`src/rtl/packed_acc_unpacker_if.sv`:
```
// Handshake bundle between the accumulator source, the unpacker and the
// activation write-back path. The master side is the one that feeds
// accumulator words in and drains packed words out.
interface packed_acc_unpacker_if #(
    parameter int SHIFT_W = 5
);
    logic               in_valid;
    logic               in_ready;
    logic [31:0]        in_data;
    logic               in_mode;
    logic [SHIFT_W-1:0] shift;
    logic               flush;
    logic               out_valid;
    logic               out_ready;
    logic [31:0]        out_data;
    logic [2:0]         out_bytes;
    logic               sat;

    modport master (
        output in_valid, in_data, in_mode, shift, flush, out_ready,
        input  in_ready, out_valid, out_data, out_bytes, sat
    );

    modport slave (
        input  in_valid, in_data, in_mode, shift, flush, out_ready,
        output in_ready, out_valid, out_data, out_bytes, sat
    );
endinterface

```
`src/rtl/packed_acc_unpacker.sv`:
```
// Unpacks 32-bit accumulator words (one scalar lane or two packed signed
// lanes), requantizes each lane to int8 with round-half-up and arithmetic
// shift, and packs four result bytes per output word.
//
// state | meaning
// IDLE  | waiting for an accumulator word or a flush of a partial pack
// LANE0 | requantize lane 0 into byte cnt
// LANE1 | requantize lane 1 (upper half) into byte cnt
// OUT   | hold the packed word until the sink takes it
module packed_acc_unpacker #(
    parameter int LANE_W  = 12,
    parameter int SHIFT_W = 5
) (
    input  logic                  clk_i,
    input  logic                  rst_i,
    packed_acc_unpacker_if.slave  bus
);

    typedef enum logic [1:0] {
        IDLE  = 2'd0,
        LANE0 = 2'd1,
        LANE1 = 2'd2,
        OUT   = 2'd3
    } state_t;

    state_t             state_q;
    logic [2:0]         cnt_q;
    logic [31:0]        pack_q;
    logic [31:0]        data_q;
    logic               mode_q;
    logic [SHIFT_W-1:0] shift_q;
    // lane1 still owed after an early emit caused by a misaligned packed word
    logic               pend_q;
    logic               out_valid_q;
    logic               sat_q;

    logic               in_ready_c;
    logic signed [33:0] lane_v;
    logic signed [33:0] rnd_v;
    logic signed [33:0] sum_v;
    logic signed [33:0] res_v;
    logic [7:0]         lane_byte;
    logic               lane_clip;

    // Ready only while idle and not busy emitting a flushed partial word.
    assign in_ready_c    = !rst_i && (state_q == IDLE) && !(bus.flush && (cnt_q != 3'd0));
    assign bus.in_ready  = in_ready_c;
    assign bus.out_valid = out_valid_q;
    assign bus.out_data  = pack_q;
    assign bus.out_bytes = cnt_q;
    assign bus.sat       = sat_q;

    // Select the lane being processed and requantize it to a saturated byte.
    always_comb begin
        lane_v    = '0;
        rnd_v     = '0;
        sum_v     = '0;
        res_v     = '0;
        lane_byte = '0;
        lane_clip = 1'b0;

        if (state_q == LANE1) begin
            lane_v = {{(34-LANE_W){data_q[16+LANE_W-1]}}, data_q[16 +: LANE_W]};
        end else if (mode_q) begin
            lane_v = {{(34-LANE_W){data_q[LANE_W-1]}}, data_q[LANE_W-1:0]};
        end else begin
            lane_v = {{2{data_q[31]}}, data_q};
        end

        if (shift_q != '0) begin
            rnd_v = 34'sd1 <<< (shift_q - {{(SHIFT_W-1){1'b0}}, 1'b1});
        end

        sum_v = lane_v + rnd_v;
        res_v = sum_v >>> shift_q;

        if (res_v > 34'sd127) begin
            lane_byte = 8'h7F;
            lane_clip = 1'b1;
        end else if (res_v < -34'sd128) begin
            lane_byte = 8'h80;
            lane_clip = 1'b1;
        end else begin
            lane_byte = res_v[7:0];
        end
    end

    // Sequencer: capture, per-lane byte write, and output hold.
    always_ff @(posedge clk_i) begin
        if (rst_i) begin
            state_q     <= IDLE;
            cnt_q       <= 3'd0;
            pack_q      <= 32'd0;
            data_q      <= 32'd0;
            mode_q      <= 1'b0;
            shift_q     <= '0;
            pend_q      <= 1'b0;
            out_valid_q <= 1'b0;
            sat_q       <= 1'b0;
        end else begin
            case (state_q)
                IDLE: begin
                    if (bus.in_valid && in_ready_c) begin
                        data_q  <= bus.in_data;
                        mode_q  <= bus.in_mode;
                        shift_q <= bus.shift;
                        state_q <= LANE0;
                    end else if (bus.flush && (cnt_q != 3'd0)) begin
                        out_valid_q <= 1'b1;
                        state_q     <= OUT;
                    end
                end
                LANE0: begin
                    pack_q[{cnt_q[1:0], 3'b000} +: 8] <= lane_byte;
                    cnt_q <= cnt_q + 3'd1;
                    if (lane_clip) begin
                        sat_q <= 1'b1;
                    end
                    if (cnt_q == 3'd3) begin
                        pend_q      <= mode_q;
                        out_valid_q <= 1'b1;
                        state_q     <= OUT;
                    end else if (mode_q) begin
                        state_q <= LANE1;
                    end else begin
                        state_q <= IDLE;
                    end
                end
                LANE1: begin
                    pack_q[{cnt_q[1:0], 3'b000} +: 8] <= lane_byte;
                    cnt_q  <= cnt_q + 3'd1;
                    pend_q <= 1'b0;
                    if (lane_clip) begin
                        sat_q <= 1'b1;
                    end
                    if (cnt_q == 3'd3) begin
                        out_valid_q <= 1'b1;
                        state_q     <= OUT;
                    end else begin
                        state_q <= IDLE;
                    end
                end
                OUT: begin
                    if (bus.out_ready) begin
                        cnt_q       <= 3'd0;
                        pack_q      <= 32'd0;
                        out_valid_q <= 1'b0;
                        state_q     <= pend_q ? LANE1 : IDLE;
                    end
                end
                default: state_q <= IDLE;
            endcase
        end
    end

endmodule
```
`src/flat_wrapper.sv`:
```
// flat-port wrapper written by rule: the top's interface ports become plain ports
module packed_acc_unpacker_flat 
#(
    parameter int LANE_W  = 12,
    parameter int SHIFT_W = 5
)
  (clk_i, rst_i, bus_in_valid, bus_in_data, bus_in_mode, bus_shift, bus_flush, bus_out_ready, bus_in_ready, bus_out_valid, bus_out_data, bus_out_bytes, bus_sat);
  packed_acc_unpacker_if #(.SHIFT_W(SHIFT_W)) bus_i ();
  input  logic clk_i;
  input  logic rst_i;
  input wire logic [$bits(bus_i.in_valid)-1:0] bus_in_valid;
  input wire logic [$bits(bus_i.in_data)-1:0] bus_in_data;
  input wire logic [$bits(bus_i.in_mode)-1:0] bus_in_mode;
  input wire logic [$bits(bus_i.shift)-1:0] bus_shift;
  input wire logic [$bits(bus_i.flush)-1:0] bus_flush;
  input wire logic [$bits(bus_i.out_ready)-1:0] bus_out_ready;
  output wire logic [$bits(bus_i.in_ready)-1:0] bus_in_ready;
  output wire logic [$bits(bus_i.out_valid)-1:0] bus_out_valid;
  output wire logic [$bits(bus_i.out_data)-1:0] bus_out_data;
  output wire logic [$bits(bus_i.out_bytes)-1:0] bus_out_bytes;
  output wire logic [$bits(bus_i.sat)-1:0] bus_sat;
  assign bus_i.in_valid = bus_in_valid;
  assign bus_i.in_data = bus_in_data;
  assign bus_i.in_mode = bus_in_mode;
  assign bus_i.shift = bus_shift;
  assign bus_i.flush = bus_flush;
  assign bus_i.out_ready = bus_out_ready;
  assign bus_in_ready = bus_i.in_ready;
  assign bus_out_valid = bus_i.out_valid;
  assign bus_out_data = bus_i.out_data;
  assign bus_out_bytes = bus_i.out_bytes;
  assign bus_sat = bus_i.sat;
  packed_acc_unpacker #(.LANE_W(LANE_W), .SHIFT_W(SHIFT_W)) u_core (.clk_i(clk_i), .rst_i(rst_i), .bus(bus_i));
endmodule
```
`config.mk`:
```
export PLATFORM = sky130hd
export DESIGN_NAME = packed_acc_unpacker_flat
export DESIGN_NICKNAME = d
export VERILOG_FILES = /design/src/rtl/packed_acc_unpacker_if.sv /design/src/rtl/packed_acc_unpacker.sv /design/src/flat_wrapper.sv
export SDC_FILE = /design/constraint.sdc
export NUM_CORES = 1
export LEC_CHECK = 0
export ABC_AREA = 1
export BUFFER_PORTS_ARGS = -buffer_cell sky130_fd_sc_hd__buf_2
export CORE_ASPECT_RATIO = 1.2
export CORE_MARGIN = 2
export CORE_UTILIZATION = 60
export DETAILED_ROUTE_END_ITERATION = 6
export HOLD_SLACK_MARGIN = 0.05
export PLACE_DENSITY = 0.88
export SYNTH_ARGS = -nofsm -noshare
export SYNTH_HDL_FRONTEND = slang
export SYNTH_SLANG_ARGS = --single-unit
```
`constraint.sdc`:
```
create_clock -name clk_i -period 4.9 [get_ports clk_i]
set_input_delay 0.98 -clock clk_i [delete_from_list [all_inputs] [get_ports clk_i]]
set_output_delay 0.98 -clock clk_i [all_outputs]
set_load 0.05 [all_outputs]
```
---- Yosys cells after proc, flatten, opt, wreduce, memory -nomap -nowiden ----
Index checks and enable logic that the tools add are counted.
cells by class
  reductions and logical operators ........ 18
  shifts and indexed selects .............. 4
  mux-type cells .......................... 27
  $lt $le $gt $ge ......................... 2
  add/sub/neg operators ................... 4
  eq/ne operators ......................... 10
operator list
  kind                                                            number
  2-to-1 mux 34 bit                                               3
  case mux 32 bit (2 select lines)                                1
  adder 34 bit                                                    1
  greater-than comparator 34 x 8 -> 1 bit, second input constant  1
  < comparator 34 x 8 -> 1 bit, second input constant             1
  <<< shifter 2 x 5 -> 34 bit, first input constant               1
  >>> shifter 34 x 5 -> 34 bit                                    1
  bitwise mux 32 bit                                              1
  2-to-1 mux 32 bit                                               1
  variable shift 8 x 7 -> 32 bit, first input constant            1
  indexed part select 8 x 7 -> 32 bit                             1
  2-to-1 mux 8 bit                                                2
  2-to-1 mux 2 bit                                                7
  AND reduction 2 bit                                             5
  case mux 2 bit (4 select lines)                                 1
  2-to-1 mux 1 bit                                                7
  negator 5 -> 7 bit                                              1
  != test 2 bit, second input constant                            3
  case mux 3 bit (2 select lines)                                 1
  nonzero test 5 bit                                              1
  subtractor 5 x 1 -> 5 bit, second input constant                1
  equality test 2 bit, second input constant                      2
  logical AND 1 bit                                               4
  != test 2 x 1 -> 1 bit, second input constant                   2
  other kinds (13)                                                15
word-level totals
  word-level logic and storage cells ...... 74
  output and inout bits ................... 38
  input bits .............................. 43
  flip-flop bits (word level) ............. 78

---- Depth between registers and ports, before layout ----
Gate-level depths: netlist of the first run.
  depth in word-level cells ............... 11
  mapped depth ............................ 40
  depth with buffers taken out ............ 37

---- Least setup slack after synthesis of the first run ----
Ideal clock, no wire load.
  path type ............................... flip-flop to flip-flop
  from .................................... register u_core.shift_q[1]
  to ...................................... register u_core.pack_q[26], in the netlist u_core.bus.out_data[26]
  setup time .............................. 0.070 ns
  required time ........................... 4.830 ns
  buffers on the path ..................... 3
  arrival time ............................ 4.315 ns
  period minus slack after synthesis ...... 4.385 ns
  stages on the path, launching flop included .. 39
  setup slack ............................. 0.515 ns
  path through ............................ dfxtp_1 clkbuf_1 clkbuf_1 nor2_1 inv_1 nor4_1 or2_2 clkbuf_1 nand2_1 inv_1 ha_1 fa_1 nand3_1 nand3_2 nand2_1 nand2_1 nand2_1 nand2_2 [3 not listed] nand2_1 nand2_1 nand3_1 nand3_1 nand3_1 nand2_1 nand2_1 nand2_1 nand2_1 nor2_2 nand2_1 nor2_2 nand2_2 nand2_8 nand2_2 nand2_4 nand4_1 a21oi_1
on the way
  longest elaborated chain between the ends .. 11
  elaborated cells on any way between the ends .. 13
  those cells by class .................... 2 x add/sub; 2 x order compare; 3 x shift; 5 x mux; 1 x reduce/logical
ends and longest elaborated chain
  item                                     line                                                    RTL
  start: declaration                       packed_acc_unpacker.sv:31                               logic [SHIFT_W-1:0] shift_q;
  start signal: assignment                 packed_acc_unpacker.sv:106                              shift_q <= bus.shift;
  subtractor 5 x 1 -> 5 bit                packed_acc_unpacker.sv:71                               rnd_v = 34'sd1 <<< (shift_q - {{(SHIFT_W-1){1'b0}}, 1'b1});
  <<< shifter 2 x 5 -> 34 bit              packed_acc_unpacker.sv:71
  2-to-1 mux 34 bit                        packed_acc_unpacker.sv:70                               if (shift_q != '0) begin
  adder 34 bit                             packed_acc_unpacker.sv:74                               sum_v = lane_v + rnd_v;
  >>> shifter 34 x 5 -> 34 bit (*)         packed_acc_unpacker.sv:75                               res_v = sum_v >>> shift_q;
  < comparator 34 x 8 -> 1 bit             packed_acc_unpacker.sv:80                               end else if (res_v < -34'sd128) begin
  2-to-1 mux 8 bit                         packed_acc_unpacker.sv:80
  2-to-1 mux 8 bit (*)                     packed_acc_unpacker.sv:77                               if (res_v > 34'sd127) begin
  indexed part select 8 x 7 -> 32 bit (*)  packed_acc_unpacker.sv:114, packed_acc_unpacker.sv:130
  bitwise mux 32 bit (*)                   packed_acc_unpacker.sv:114, packed_acc_unpacker.sv:130
  case mux 32 bit (2 select lines) (*)     packed_acc_unpacker.sv:101                              case (state_q)
  end signal: indexed assignment           packed_acc_unpacker.sv:114                              pack_q[{cnt_q[1:0], 3'b000} +: 8] <= lane_byte;
  end signal: indexed assignment           packed_acc_unpacker.sv:130                              pack_q[{cnt_q[1:0], 3'b000} +: 8] <= lane_byte;
  end: declaration                         packed_acc_unpacker.sv:28                               logic [31:0] pack_q;
Mark *: on every way between the ends. The rest lies on a longest branch, timed or not.
A chain may end at the register's enable or synchronous reset.

---- Worst setup path after layout of the first run ----
  from .................................... register u_core.state_q[0]
  to ...................................... register u_core.sat_q, in the netlist u_core.bus.sat
on the way
  longest elaborated chain between the ends .. 8
  elaborated cells on any way between the ends .. 11
  those cells by class .................... 1 x add/sub; 2 x order compare; 2 x eq/ne; 1 x shift; 3 x mux; 2 x reduce/logical
ends and longest elaborated chain
  item                                      line                                                   RTL
  start: declaration                        packed_acc_unpacker.sv:26                              state_t state_q;
  start signal: assignment                  packed_acc_unpacker.sv:148                             state_q <= pend_q ? LANE1 : IDLE;
  equality test 2 bit                       packed_acc_unpacker.sv:62, packed_acc_unpacker.sv:101
  2-to-1 mux 34 bit                         packed_acc_unpacker.sv:62                              if (state_q == LANE1) begin
  adder 34 bit                              packed_acc_unpacker.sv:74
  >>> shifter 34 x 5 -> 34 bit              packed_acc_unpacker.sv:75
  < comparator 34 x 8 -> 1 bit              packed_acc_unpacker.sv:80
  2-to-1 mux 1 bit                          packed_acc_unpacker.sv:80
  2-to-1 mux 1 bit                          packed_acc_unpacker.sv:77
  AND reduction 2 bit (no source line) (*)  --
  end signal: assignment                    packed_acc_unpacker.sv:99                              sat_q <= 1'b0;
  end signal: assignment                    packed_acc_unpacker.sv:117                             sat_q <= 1'b1;
  end signal: assignment                    packed_acc_unpacker.sv:134                             sat_q <= 1'b1;
  end: declaration                          packed_acc_unpacker.sv:35                              logic sat_q;
Marks and branches as above.

==> results of run 1 <==
## critical path, delay by kind of cell, from the launching register on
family / cells / cell delay (ns)
AND/OR/NAND/NOR: 23 / 2.48
adder cells (fa/ha/maj): 2 / 0.62
buffers and inverters: 4 / 0.46
AO/OA/AOI/OAI: 2 / 0.46
flip-flops: 1 / 0.38
## worst min path at each step
stage,from,to,slack (ns)
floorplan,u_core.data_q[0],u_core.data_q[0],0.44
global placement,u_core.bus.out_valid,u_core.bus.out_valid,0.44
detailed placement,u_core.bus.out_valid,u_core.bus.out_valid,0.44
CTS,u_core.bus.out_valid,u_core.bus.out_valid,0.45
global route,u_core.bus.out_valid,u_core.bus.out_valid,0.46
finish,u_core.bus.out_valid,u_core.bus.out_valid,0.45
## metal layers
metal	share of wire (%)	vias up
met5	0	-
met4	4.0	0
met3	7.0	78
met2	48	523
met1	41	4631
li1	-	5024
## logic make-up after synthesis
| group | count (synthesis) | synth area share (%) |
|---|---|---|
| flip-flops | 78 | 18.2 |
| adder cells (fa/ha/maj) | 43 | 6.36 |
| other | 2 | 0.0875 |
| buffers and inverters | 257 | 11.9 |
| multiplexers | 3 | 0.350 |
| AO/OA/AOI/OAI | 196 | 12.9 |
| AND/OR/NAND/NOR | 928 | 48.5 |
| XOR/XNOR | 16 | 1.63 |
## layout make-up
cell class,instances,area (um^2)
Clock buffer,11,233
Fill cell,1303,4380
Multi-Input combinational cell,1188,6140
Timing Repair Buffer,99,576
Tap cell,171,214
Sequential cell,78,1560
Clock inverter,5,58.8
Inverter,187,707
## sequential cells by signal, indices dropped and copies added (netlist names)
register,cells
u_core.bus.out_data,32
u_core.data_q,32
u_core.shift_q,5
u_core.bus.out_bytes,3
u_core.state_q,2
u_core.bus.out_valid,1
u_core.bus.sat,1
u_core.mode_q,1
u_core.pend_q,1
## power by group through the flow
stage               Combinational [uW]  Clock (uW)  Sequential (uW)
floorplan                         2660           0              977
global placement                  3590           0              850
detailed placement                3630           0              853
CTS                               3670         658              842
global route                      4220         680              861
finish                            3850         660              852
## metrics by stage
stage	setup TNS [ns]	util [%]	total power, uW	instance area, um^2
CTS	0	67.1	5170	9310
finish	0	68.4	5360	9490
floorplan	0	-	3630	8580
global route	-0.0128	68.4	5760	9490
detailed placement	0	65.0	4480	9020
global placement	0	65.0	4440	9020
## timing repair
item,in CTS,in global routing
endpoints found under the setup margin,0,29
gates resized for setup,0,45
buffers inserted,0,1
## layout by cell type (no fill, tap or decap), drive strengths merged, types with 2 or more instances in the layout
| cell type | count |
|---|---|
| a21oi | 82 |
| a31oi | 2 |
| and2 | 2 |
| buf | 99 |
| clkbuf | 11 |
| clkinv | 2 |
| clkinvlp | 2 |
| conb | 2 |
| dfxtp | 78 |
| ha | 42 |
| inv | 187 |
| mux2i | 3 |
| nand2 | 528 |
| nand3 | 251 |
| nand3b | 9 |
| nand4 | 20 |
| nor2 | 97 |
| nor3 | 11 |
| nor4 | 4 |
| o211ai | 4 |
| o21ai | 67 |
| o21bai | 2 |
| o22ai | 3 |
| o31ai | 32 |
| or2 | 4 |
| xnor2 | 4 |
| xor2 | 12 |
==> flow_metrics.env, run 1 <==
export IMPL_status="completed"
export IMPL_path_class="reg -> reg"
export IMPL_syn_instance_count=1523
export IMPL_die_height_um=135
export IMPL_drt_wl_total_mm=29.0
export IMPL_final_min_clock_period_ns=4.57
export IMPL_tritoncts="yes"
export IMPL_sw_frac_of_total_pct=56.5
export IMPL_relSlewSlack_pct=8.97
export IMPL_place_inst=1722
export IMPL_dp_slack_ns=0.158
export IMPL_synth_common_cells="nand2_1, nand3_1, inv_1"
export IMPL_drtIter0Drc=1304
export IMPL_cp_max_fo=8
export IMPL_cts_hold_fix_buffers=0
export IMPL_clk_path_buf_depth=2
export IMPL_pwr_share_clk_pct=12.3
export IMPL_yosys_top_cells_area="nand2_1, dfxtp_1, nand3_1"
export IMPL_avgViaCountPerCell=5.90
export IMPL_seqPwrFrac_pct=15.9
export IMPL_arrival_ns=4.78
export IMPL_diodes=0
export IMPL_yosysTopAreaCellShare_pct=21.3
export IMPL_drc=0
export IMPL_grt_usage_pct=37.6
export IMPL_final_max_slew_violation_count=0
export IMPL_wl_per_cell_um=16.7
export IMPL_yosysWarnings=0
export IMPL_setup_slack_ns=0.332
export IMPL_vdd_drop_max_uv=560
export IMPL_regToRegSetupSlack_ns=0.33
export IMPL_clk_pin_slew_ns=0.06
export IMPL_antenna_left=0
export IMPL_intPower_uw=2330
export IMPL_grt_max_degree=79
export IMPL_core_area_um2=13900
export IMPL_skew_ns=0.00995
export IMPL_grt_first_pass_wirelength_mm=46.5
export IMPL_r2r_start="u_core.state_q[0]"
export IMPL_synth_nets=1609
export IMPL_pwr_density_cell_nw_per_um2=564
export IMPL_postSynthAreaPerCell_um2=5.63
export IMPL_drive_above_1_share_pct=14.5
export IMPL_endpoint_kind="flip-flop"
export IMPL_synth_edf_count=0
export IMPL_vias=10300
export IMPL_antenna_found_initial=0
export IMPL_synthArstFlopShare_pct=0
export IMPL_use_met1_pct=48.0
export IMPL_crit_end="u_core.bus.sat"
export IMPL_cts_sinks=78
export IMPL_worst_pin_slew_ns=1.36
export IMPL_hold_depth=2
export IMPL_required_ns=5.11
export IMPL_finalSetupViolCount=0
export IMPL_syn_to_final_growth_pct=10.6
export IMPL_gp_congestion=1.04
export IMPL_worstSetupStartpoint="u_core.state_q[0]"
export IMPL_critPathSlowestCell="ha_2"
export IMPL_ys_ff_latch=78
export IMPL_min_path_type="reg -> reg"
export IMPL_cp_start_kind="flip-flop"
export IMPL_switchingPower_uw=3030
export IMPL_htree_levels=3
export IMPL_dr_pass1_iters=6
export IMPL_hold_violations=0
export IMPL_clock_latency_ns=0.34
export IMPL_floorplan_rows=47
export IMPL_die_w_um=113
export IMPL_yosysMostFrequentCell="nand2_1"
export IMPL_nNetsFinal=1649
export IMPL_root_buffer="clkbuf_16"
export IMPL_slowest_delay_ns=0.41
export IMPL_p_comb_share_pct=71.8
export IMPL_syn_area_um2=8580
export IMPL_reg2reg_depth=31
export IMPL_grt_pass1_vias=9518
export IMPL_reg2reg_to="u_core.bus.sat"
export IMPL_floorplan_initialDensity_pct=61.8
export IMPL_place_port_buffers=80
export IMPL_grt_util_met2_pct=65.2
export IMPL_power_leakage_uw=0.00487
export IMPL_synth_cell_types=49
export IMPL_die_area_um2=15300
export IMPL_pin_count=81
export IMPL_max_freq_mhz=219
export IMPL_cts_buffers=9
export IMPL_synth_flop_cell="dfxtp_1"
export IMPL_grt_most_used_layer="met2"
export IMPL_final_cells=1739
export IMPL_grt_use_met3_pct=3.64
export IMPL_crit_top_cell="nand2_1"
export IMPL_yosysTopAreaCell="nand2_1"
export IMPL_hpwl_mm=22.4
export IMPL_ys_seq_area_share_pct=18.2
export IMPL_drv_cap=0
export IMPL_holdWs_ns=0.448
export IMPL_period_share_pct=93.2
export IMPL_overflow=0
(Power assumes the default switching activity.)
==> run 2: changes to the inputs <==
ABC_AREA = unset   (was 1)
CORE_MARGIN = 4   (was 2)
CTS_CLUSTER_SIZE = 16   (was unset)
PLACE_DENSITY = 0.87   (was 0.88)
==> run 2 against run 1 <==
The flow now stops in 5_1_grt. Synthesized cell count decreased by 14%. Area after synthesis increased by 5.4%.
==> flow_metrics.env, run 2 <==
export IMPL_status="aborted with a tool error"
export IMPL_lastStage="5_1_grt"
export IMPL_error="[ERROR GRT-0232] Routing congestion too high. Check the congestion heatmap in the GUI."
export IMPL_cts_buffers=9
export IMPL_synth_top_family_by_area="compound AO/OA/AOI/OAI gates"
export IMPL_yosys_area_share_simple_pct=28.4
export IMPL_yosys_top_cells_area="dfxtp_1, nand2_1, nor2_1"
export IMPL_place_port_buffers=80
export IMPL_floorplan_initialDensity_pct=62.0
export IMPL_pin_count=81
export IMPL_synth_compound_area_share_pct=33.7
export IMPL_yosysTopAreaCellShare_pct=17.3
export IMPL_die_w_um=120
export IMPL_synth_nets=1403
export IMPL_ys_ff_latch=78
export IMPL_yosysWarnings=0
export IMPL_synthArstFlopShare_pct=0
export IMPL_yosys_area_share_adder_pct=6.03
export IMPL_place_inst=1780
export IMPL_synthMuxAreaShare_pct=7.25
export IMPL_yosysMostFrequentCell="nand2_1"
export IMPL_syn_instance_count=1317
export IMPL_synth_common_cells="nand2_1, nor2_1, o21ai_0"
export IMPL_postSynthAreaPerCell_um2=6.87
export IMPL_htree_levels=3
export IMPL_floorplan_rows=48
export IMPL_synthXorXnorAreaFrac_pct=1.84
export IMPL_gp_congestion=1.12
export IMPL_die_height_um=142
export IMPL_synth_edf_count=0
export IMPL_postPlaceCellArea_um2=11500
export IMPL_ys_seq_area_share_pct=17.3
export IMPL_clk_path_buf_depth=2
export IMPL_synth_cell_types=88
export IMPL_hpwl_mm=29.0
export IMPL_grt_max_degree=77
export IMPL_syn_area_um2=9040
export IMPL_root_buffer="clkbuf_16"
export IMPL_synth_flop_cell="dfxtp_1"
export IMPL_yosysTopAreaCell="dfxtp_1"
export IMPL_cts_sinks=78
export IMPL_overflow=377
export IMPL_grt_usage_pct=88.7
[run 2: cell types whose count changed after synthesis, moves of 27 or more]
cell      previous run  this run
nor2_1              89       171
nand2_2             37         0
o21ai_0             60        92
nand3_1            240        30
nand2_1            486       213
clkbuf_1            30        57
inv_1              176        27
o211ai_1             4        61
[run 2: logic make-up after synthesis]
kind of cell / Yosys count
flip-flops: 78
other: 2
XOR/XNOR: 19
AO/OA/AOI/OAI: 438
AND/OR/NAND/NOR: 564
buffers and inverters: 119
adder cells (fa/ha/maj): 43
multiplexers: 54
[run 2: what timing repair did]
action | 4_1_cts
pin swaps | 36
gates resized for setup | 107
setup buffers | 24
hold buffers | 0
endpoints found under the setup margin | 29
[run 2: per-layer routing]
| metal | overflow | GRT usage [%] |
|---|---|---|
| met5 | 5 | 40.6 |
| met2 | 243 | 103 |
| met1 | 12 | 85.2 |
| met3 | 10 | 79.0 |
| met4 | 107 | 93.6 |
[run 2: through the flow]
step / setup slack [ns] / hold WS (ns) / setup TNS (ns)
detailed placement: -0.482 / 0.453 / -12.51
floorplan: -0.130 / 0.433 / -3.43
global placement: -0.342 / 0.444 / -9.46
CTS: -0.365 / 0.461 / -8.90
==> run 3: changes to the inputs <==
CORE_ASPECT_RATIO = unset   (was 1.2)
CORE_UTILIZATION = 40   (was 60)
CTS_CLUSTER_SIZE = unset   (was 16)
HOLD_SLACK_MARGIN = unset   (was 0.05)
PLACE_DENSITY = unset   (was 0.87)
PLACE_DENSITY_LB_ADDON = 0.15   (was unset)
==> run 3 against run 2 <==
The flow now finishes, with violations (negative setup slack). Synthesized cell count is the same. Area after synthesis is the same.
==> flow_metrics.env, run 3 <==
export IMPL_clk_path_buf_depth=2
export IMPL_synth_common_cells="nand2_1, nor2_1, o21ai_0"
export IMPL_clk_pin_slew_ns=0.07
export IMPL_antenna_found_initial=0
export IMPL_power_leakage_uw=0.00595
export IMPL_grt_usage_pct=31.9
export IMPL_dr_pass1_iters=6
export IMPL_core_area_um2=22000
export IMPL_endpoint_kind="flip-flop"
export IMPL_failed_checks="negative setup slack"
export IMPL_pin_count=81
export IMPL_mostFrequentLayoutCells="buf_4, nand2_1, nor2_1"
export IMPL_yosys_area_share_adder_pct=6.03
export IMPL_synth_top_family_by_area="compound AO/OA/AOI/OAI gates"
export IMPL_grt_first_pass_wirelength_mm=64.2
export IMPL_drtIter0Drc=1183
export IMPL_hold_depth=2
export IMPL_arrival_ns=5.48
export IMPL_dp_slack_ns=-0.536
export IMPL_cts_sinks=78
export IMPL_period_share_pct=106
export IMPL_htree_levels=3
export IMPL_drv_cap=0
export IMPL_setup_slack_ns=-0.316
export IMPL_vdd_drop_max_uv=362
export IMPL_min_from="u_core.data_q[1]"
export IMPL_floorplan_initialDensity_pct=41.1
export IMPL_clock_latency_ns=0.34
export IMPL_finalSetupViolCount=29
export IMPL_die_w_um=158
export IMPL_grt_pass1_vias=11800
export IMPL_cp_start_kind="flip-flop"
export IMPL_max_freq_mhz=192
export IMPL_slowest_delay_ns=0.54
export IMPL_gp_congestion=0.974
export IMPL_yosys_top_cells_area="dfxtp_1, nand2_1, nor2_1"
export IMPL_nNetsFinal=1801
export IMPL_status="finished with violations"
export IMPL_cts_hold_fix_buffers=0
export IMPL_mostFrequentLayoutCell="buf_4"
export IMPL_die_area_um2=25100
export IMPL_syn_to_final_growth_pct=60.0
export IMPL_avgViaCountPerCell=6.05
export IMPL_regToRegSetupSlack_ns=-0.32
export IMPL_drive_above_1_share_pct=44.2
export IMPL_yosysTopAreaCellShare_pct=17.3
export IMPL_relSlewSlack_pct=29.4
export IMPL_synth_flop_cell="dfxtp_1"
export IMPL_yosysMostFrequentCell="nand2_1"
export IMPL_diodes=0
export IMPL_pwr_density_cell_nw_per_um2=597
export IMPL_vias=12100
export IMPL_hpwl_mm=30.8
export IMPL_yosys_area_share_simple_pct=28.4
export IMPL_reg2reg_depth=26
export IMPL_synth_compound_area_share_pct=33.7
export IMPL_min_path_type="reg -> reg"
export IMPL_synthMuxAreaShare_pct=7.25
export IMPL_die_height_um=158
export IMPL_setup_tns_ns=-8.24
export IMPL_final_max_slew_violation_count=0
export IMPL_place_port_buffers=80
export IMPL_hold_violations=0
export IMPL_drc=0
export IMPL_hold_end="u_core.data_q[1]"
export IMPL_ys_seq_area_share_pct=17.3
export IMPL_root_buffer="clkbuf_16"
export IMPL_synthXorXnorAreaFrac_pct=1.84
export IMPL_r2r_start="u_core.state_q[0]"
export IMPL_cp_max_fo=7
export IMPL_crit_top_cell="buf_6"
export IMPL_rsz0062_at_grt="true"
export IMPL_floorplan_rows=54
export IMPL_worst_path_buf_inv=8
export IMPL_synthArstFlopShare_pct=0
export IMPL_postSynthAreaPerCell_um2=6.87
export IMPL_ys_ff_latch=78
export IMPL_worst_pin_slew_ns=1.05
export IMPL_wl_per_cell_um=20.4
export IMPL_critPathSlowestCell="or4b_4"
export IMPL_skew_ns=0.00920
export IMPL_cts_buffers=9
export IMPL_yosysWarnings=0
export IMPL_synth_edf_count=0
export IMPL_grt_max_degree=67
export IMPL_path_class="reg -> reg"
export IMPL_antenna_left=0
export IMPL_required_ns=5.17
export IMPL_final_core_util_pct=65.7
export IMPL_synth_nets=1403
export IMPL_tritoncts="yes"
export IMPL_syn_instance_count=1317
export IMPL_drt_wl_total_mm=40.7
export IMPL_overflow=0
export IMPL_syn_area_um2=9040
export IMPL_reg2reg_to="u_core.bus.out_data[17]"
export IMPL_synth_cell_types=88
export IMPL_final_min_clock_period_ns=5.22
export IMPL_yosysTopAreaCell="dfxtp_1"
export IMPL_totalPowerFinal_uw=8640
export IMPL_cp_top_family="simple AND/OR/NAND/NOR gates"
## run 3: layer usage
layer  share of wire (%)  GRT usage [%]  up-vias
met1                  44           44.5     5680
li1                    -              -     5763
met5                   0              0        -
met3                 7.2           3.86       92
met2                  45           51.4      558
met4                 3.3           10.5        0
## run 3: worst max-delay path by stage
stage                      startpoint                 endpoint  slack, ns  depth (start not counted)
floorplan           u_core.state_q[0]  u_core.bus.out_data[24]      -0.13                         23
global placement    u_core.state_q[0]   u_core.bus.out_data[5]      -0.52                         23
detailed placement  u_core.state_q[0]  u_core.bus.out_data[20]      -0.54                         20
CTS                 u_core.state_q[0]  u_core.bus.out_data[20]      -0.24                         25
global route        u_core.state_q[0]   u_core.bus.out_data[0]      -0.56                         26
finish              u_core.state_q[0]  u_core.bus.out_data[17]      -0.32                         26
## run 3: metrics by stage
| stage | hold WS, ns | std cells | cell area, um^2 |
|---|---|---|---|
| 2_1_floorplan | 0.433 | 1317 | 9160 |
| 3_3_place_gp | 0.446 | 1925 | 12000 |
| 3_5_place_dp | 0.453 | 1925 | 12000 |
| 4_1_cts | 0.461 | 1991 | 13900 |
| 5_1_grt | 0.489 | 2000 | 14500 |
| 6_report | 0.458 | 2000 | 14500 |
## run 3: kinds of logic (layout without fill, tap and decap cells)
| family | count (synthesis) | count (layout) |
|---|---|---|
| adders and majority gates | 43 | 43 |
| DFF | 78 | 78 |
| other | 2 | 2 |
| buffers and inverters | 119 | 522 |
| muxes | 54 | 54 |
| and+or+nand+nor | 564 | 564 |
| xor gates and xnor gates | 19 | 19 |
| AOI/OAI and AO/OA | 438 | 438 |
## run 3: what timing repair did
| action | 4_1_cts | 5_1_grt |
|---|---|---|
| hold endpoints to repair | 0 | 0 |
| pin swaps | 85 | 53 |
| setup endpoints to repair | 29 | 29 |
| buffers inserted | 50 | 11 |
| resized for setup | 248 | 93 |
| gates cloned | 2 | 0 |
## run 3: layout make-up
cell class / instances / area (um^2)
multi-input cells: 1120 / 8550
fillers: 1922 / 7560
repair buffers: 478 / 3580
flip-flops and latches: 78 / 1560
well taps: 280 / 350
clock buffers: 10 / 239
inverters: 28 / 118
clock inverters: 6 / 75.1
## run 3: power breakdown
part           total, uW  leakage (uW)  switching (uW)  internal [uW]
registers            827      0.000637            80.9            746
clock network        713      0.000152             296            417
logic               7100       0.00516            3820           3270
## run 3: tightest hold or removal path, cell delays in order (launching register included)
cell	delay [ns]
dfxtp_1	0.31
nand2_1	0.05
o21ai_0	0.06
==> run 4: changes to the inputs <==
REMOVE_ABC_BUFFERS = 1   (was unset)
==> run 4 against run 3 <==
The run still ends with negative setup slack left. Worst hold slack worse by 0.0023 ns. Global-route usage shrank 0.86 points. Critical path type unchanged. Total power down 4.7%. Cell area decreased by 5.2%.
==> flow_metrics.env, run 4 (synthesis results as in run 3) <==
export IMPL_nNetsFinal=1764
export IMPL_finalSetupViolCount=29
export IMPL_setup_slack_ns=-0.517
export IMPL_sw_frac_of_total_pct=49.4
export IMPL_tritoncts="yes"
export IMPL_seqPwrFrac_pct=10.0
export IMPL_wl_per_cell_um=20.5
export IMPL_period_share_pct=111
export IMPL_clk_pin_slew_ns=0.07
export IMPL_max_freq_mhz=185
export IMPL_final_min_clock_period_ns=5.42
export IMPL_vias=11900
export IMPL_mostFrequentLayoutCells="buf_4, nand2_1, nor2_1"
export IMPL_clk_path_buf_depth=2
export IMPL_relSlewSlack_pct=44.4
export IMPL_antenna_left=0
export IMPL_syn_to_final_growth_pct=51.7
export IMPL_drc=0
export IMPL_intPower_uw=4160
export IMPL_htree_levels=3
export IMPL_final_max_slew_violation_count=0
export IMPL_pwr_density_cell_nw_per_um2=600
export IMPL_switchingPower_uw=4070
export IMPL_clock_latency_ns=0.36
export IMPL_rsz0062_at_grt="true"
export IMPL_grt_usage_pct=31.1
export IMPL_drv_cap=0
export IMPL_hold_violations=0
export IMPL_drive_above_1_share_pct=40.4
export IMPL_vdd_drop_max_uv=376
export IMPL_antenna_found_initial=0
export IMPL_required_ns=5.17
export IMPL_pwr_share_clk_pct=9.0
export IMPL_endpoint_kind="flip-flop"
export IMPL_drtIter0Drc=1144
export IMPL_cts_sinks=78
export IMPL_p_comb_share_pct=80.9
export IMPL_skew_ns=0.0179
export IMPL_cp_max_fo=6
export IMPL_overflow=0
export IMPL_hpwl_mm=30.7
export IMPL_avgViaCountPerCell=6.06
export IMPL_die_height_um=158
export IMPL_fillers=2043
export IMPL_die_area_um2=25100
export IMPL_failed_checks="negative setup slack"
export IMPL_grt_first_pass_wirelength_mm=61.7
export IMPL_cts_hold_fix_buffers=0
export IMPL_core_area_um2=22000
export IMPL_worst_pin_slew_ns=0.827
export IMPL_root_buffer="clkbuf_16"
export IMPL_gp_congestion=0.987
export IMPL_drt_wl_total_mm=40.2
export IMPL_floorplan_rows=54
export IMPL_diodes=0
export IMPL_grt_max_degree=78
export IMPL_die_w_um=158
export IMPL_floorplan_initialDensity_pct=41.1
export IMPL_dr_pass1_iters=7
export IMPL_pin_count=81
export IMPL_path_class="reg -> reg"
export IMPL_place_port_buffers=80
export IMPL_postPlaceCellArea_um2=11900
export IMPL_min_path_type="reg -> reg"
export IMPL_power_leakage_uw=0.00576
export IMPL_final_cell_area_um2=13700
export IMPL_cts_buffers=9
export IMPL_arrival_ns=5.69
export IMPL_final_core_util_pct=62.3
export IMPL_status="finished with violations"
export IMPL_mostFrequentLayoutCell="buf_4"
export IMPL_grt_pass1_vias=11400
export IMPL_cp_start_kind="flip-flop"
==> run 4: cell types whose count changed in the layout (fill, tap and decap cells not counted), moves of 5 or more <==
cell / before / now
a21oi_4: 8 / 3
ha_4: 21 / 12
o21ai_1: 13 / 18
buf_6: 39 / 18
nor3_2: 12 / 7
nand2_1: 203 / 208
buf_4: 356 / 336
a21oi_1: 46 / 52
ha_1: 21 / 30
==> run 4: power by group through the flow <==
stage                     combinational, uW  sequential, uW  clock [uW]
after floorplan                        2770             982           0
after global placement                 5330             833           0
after detailed placement               5340             835           0
after CTS                              5960             825         758
after global routing                   7080             839         782
final                                  6660             826         743
==> run 4: path summary, 6_finish.rpt <==
path,end,slack [ns],startpoint,depth (start not counted)
max,u_core.bus.out_data[2],-0.52,u_core.state_q[0],21
min,u_core.data_q[2],0.46,u_core.data_q[2],2
max reg2reg,u_core.bus.out_data[2],-0.52,u_core.state_q[0],21
min reg2reg,u_core.data_q[2],0.46,u_core.data_q[2],2
==> run 4: routing by layer <==
| metal | global-route usage [%] | share of wire [%] |
|---|---|---|
| met1 | 43.1 | 44 |
| met2 | 47.7 | 44 |
| met3 | 6.71 | 8.6 |
| met4 | 10.8 | 3.3 |
| met5 | 0 | 0 |
==> run 4: what timing repair did <==
item	in CTS	in global routing
gates cloned	1	1
pin swaps	48	99
setup buffers	27	19
endpoints found under the setup margin	29	29
gates resized for setup	135	137
==> run 4: final cells by class <==
type	count	area (um^2)	share of cell area (%)
timing repair buffer	441	3270	23.8
multi-input combinational	1120	8110	59.1
clock inverter	5	66.3	0.483
inverter	28	118	0.857
tap	280	350	2.55
clock buffer	11	243	1.77
sequential	78	1560	11.4
==> run 4: worst max-delay path, stage by stage (launching register included) <==
cell	delay, ns
dfxtp_2	0.32
inv_2	0.06
ha_4	0.18
buf_4	0.16
mux2_2	0.36
ha_1	0.40
nand2_1	0.11
o21ai_0	0.47
a211oi_4	0.10
buf_4	0.18
o2111ai_1	0.20
o2111ai_2	0.20
a222oi_1	0.42
o211ai_1	0.32
o311a_1	0.45
o2bb2ai_2	0.13
or4b_4	0.50
nor3_4	0.22
buf_12	0.15
nor2_4	0.05
clkbuf_16	0.16
o211ai_1	0.17
==> run 4: through the flow <==
step	cells	hold WS (ns)	worst slack [ns]	total power, uW	setup TNS [ns]
CTS	1947	0.459	-0.380	7550	-10.01
finish	1963	0.456	-0.517	8230	-13.41
global placement	1904	0.445	-0.704	6170	-19.51
floorplan	1226	0.431	-1.57	3760	-44.92
detailed placement	1904	0.449	-0.798	6170	-22.08
global route	1963	0.484	-0.653	8700	-16.87
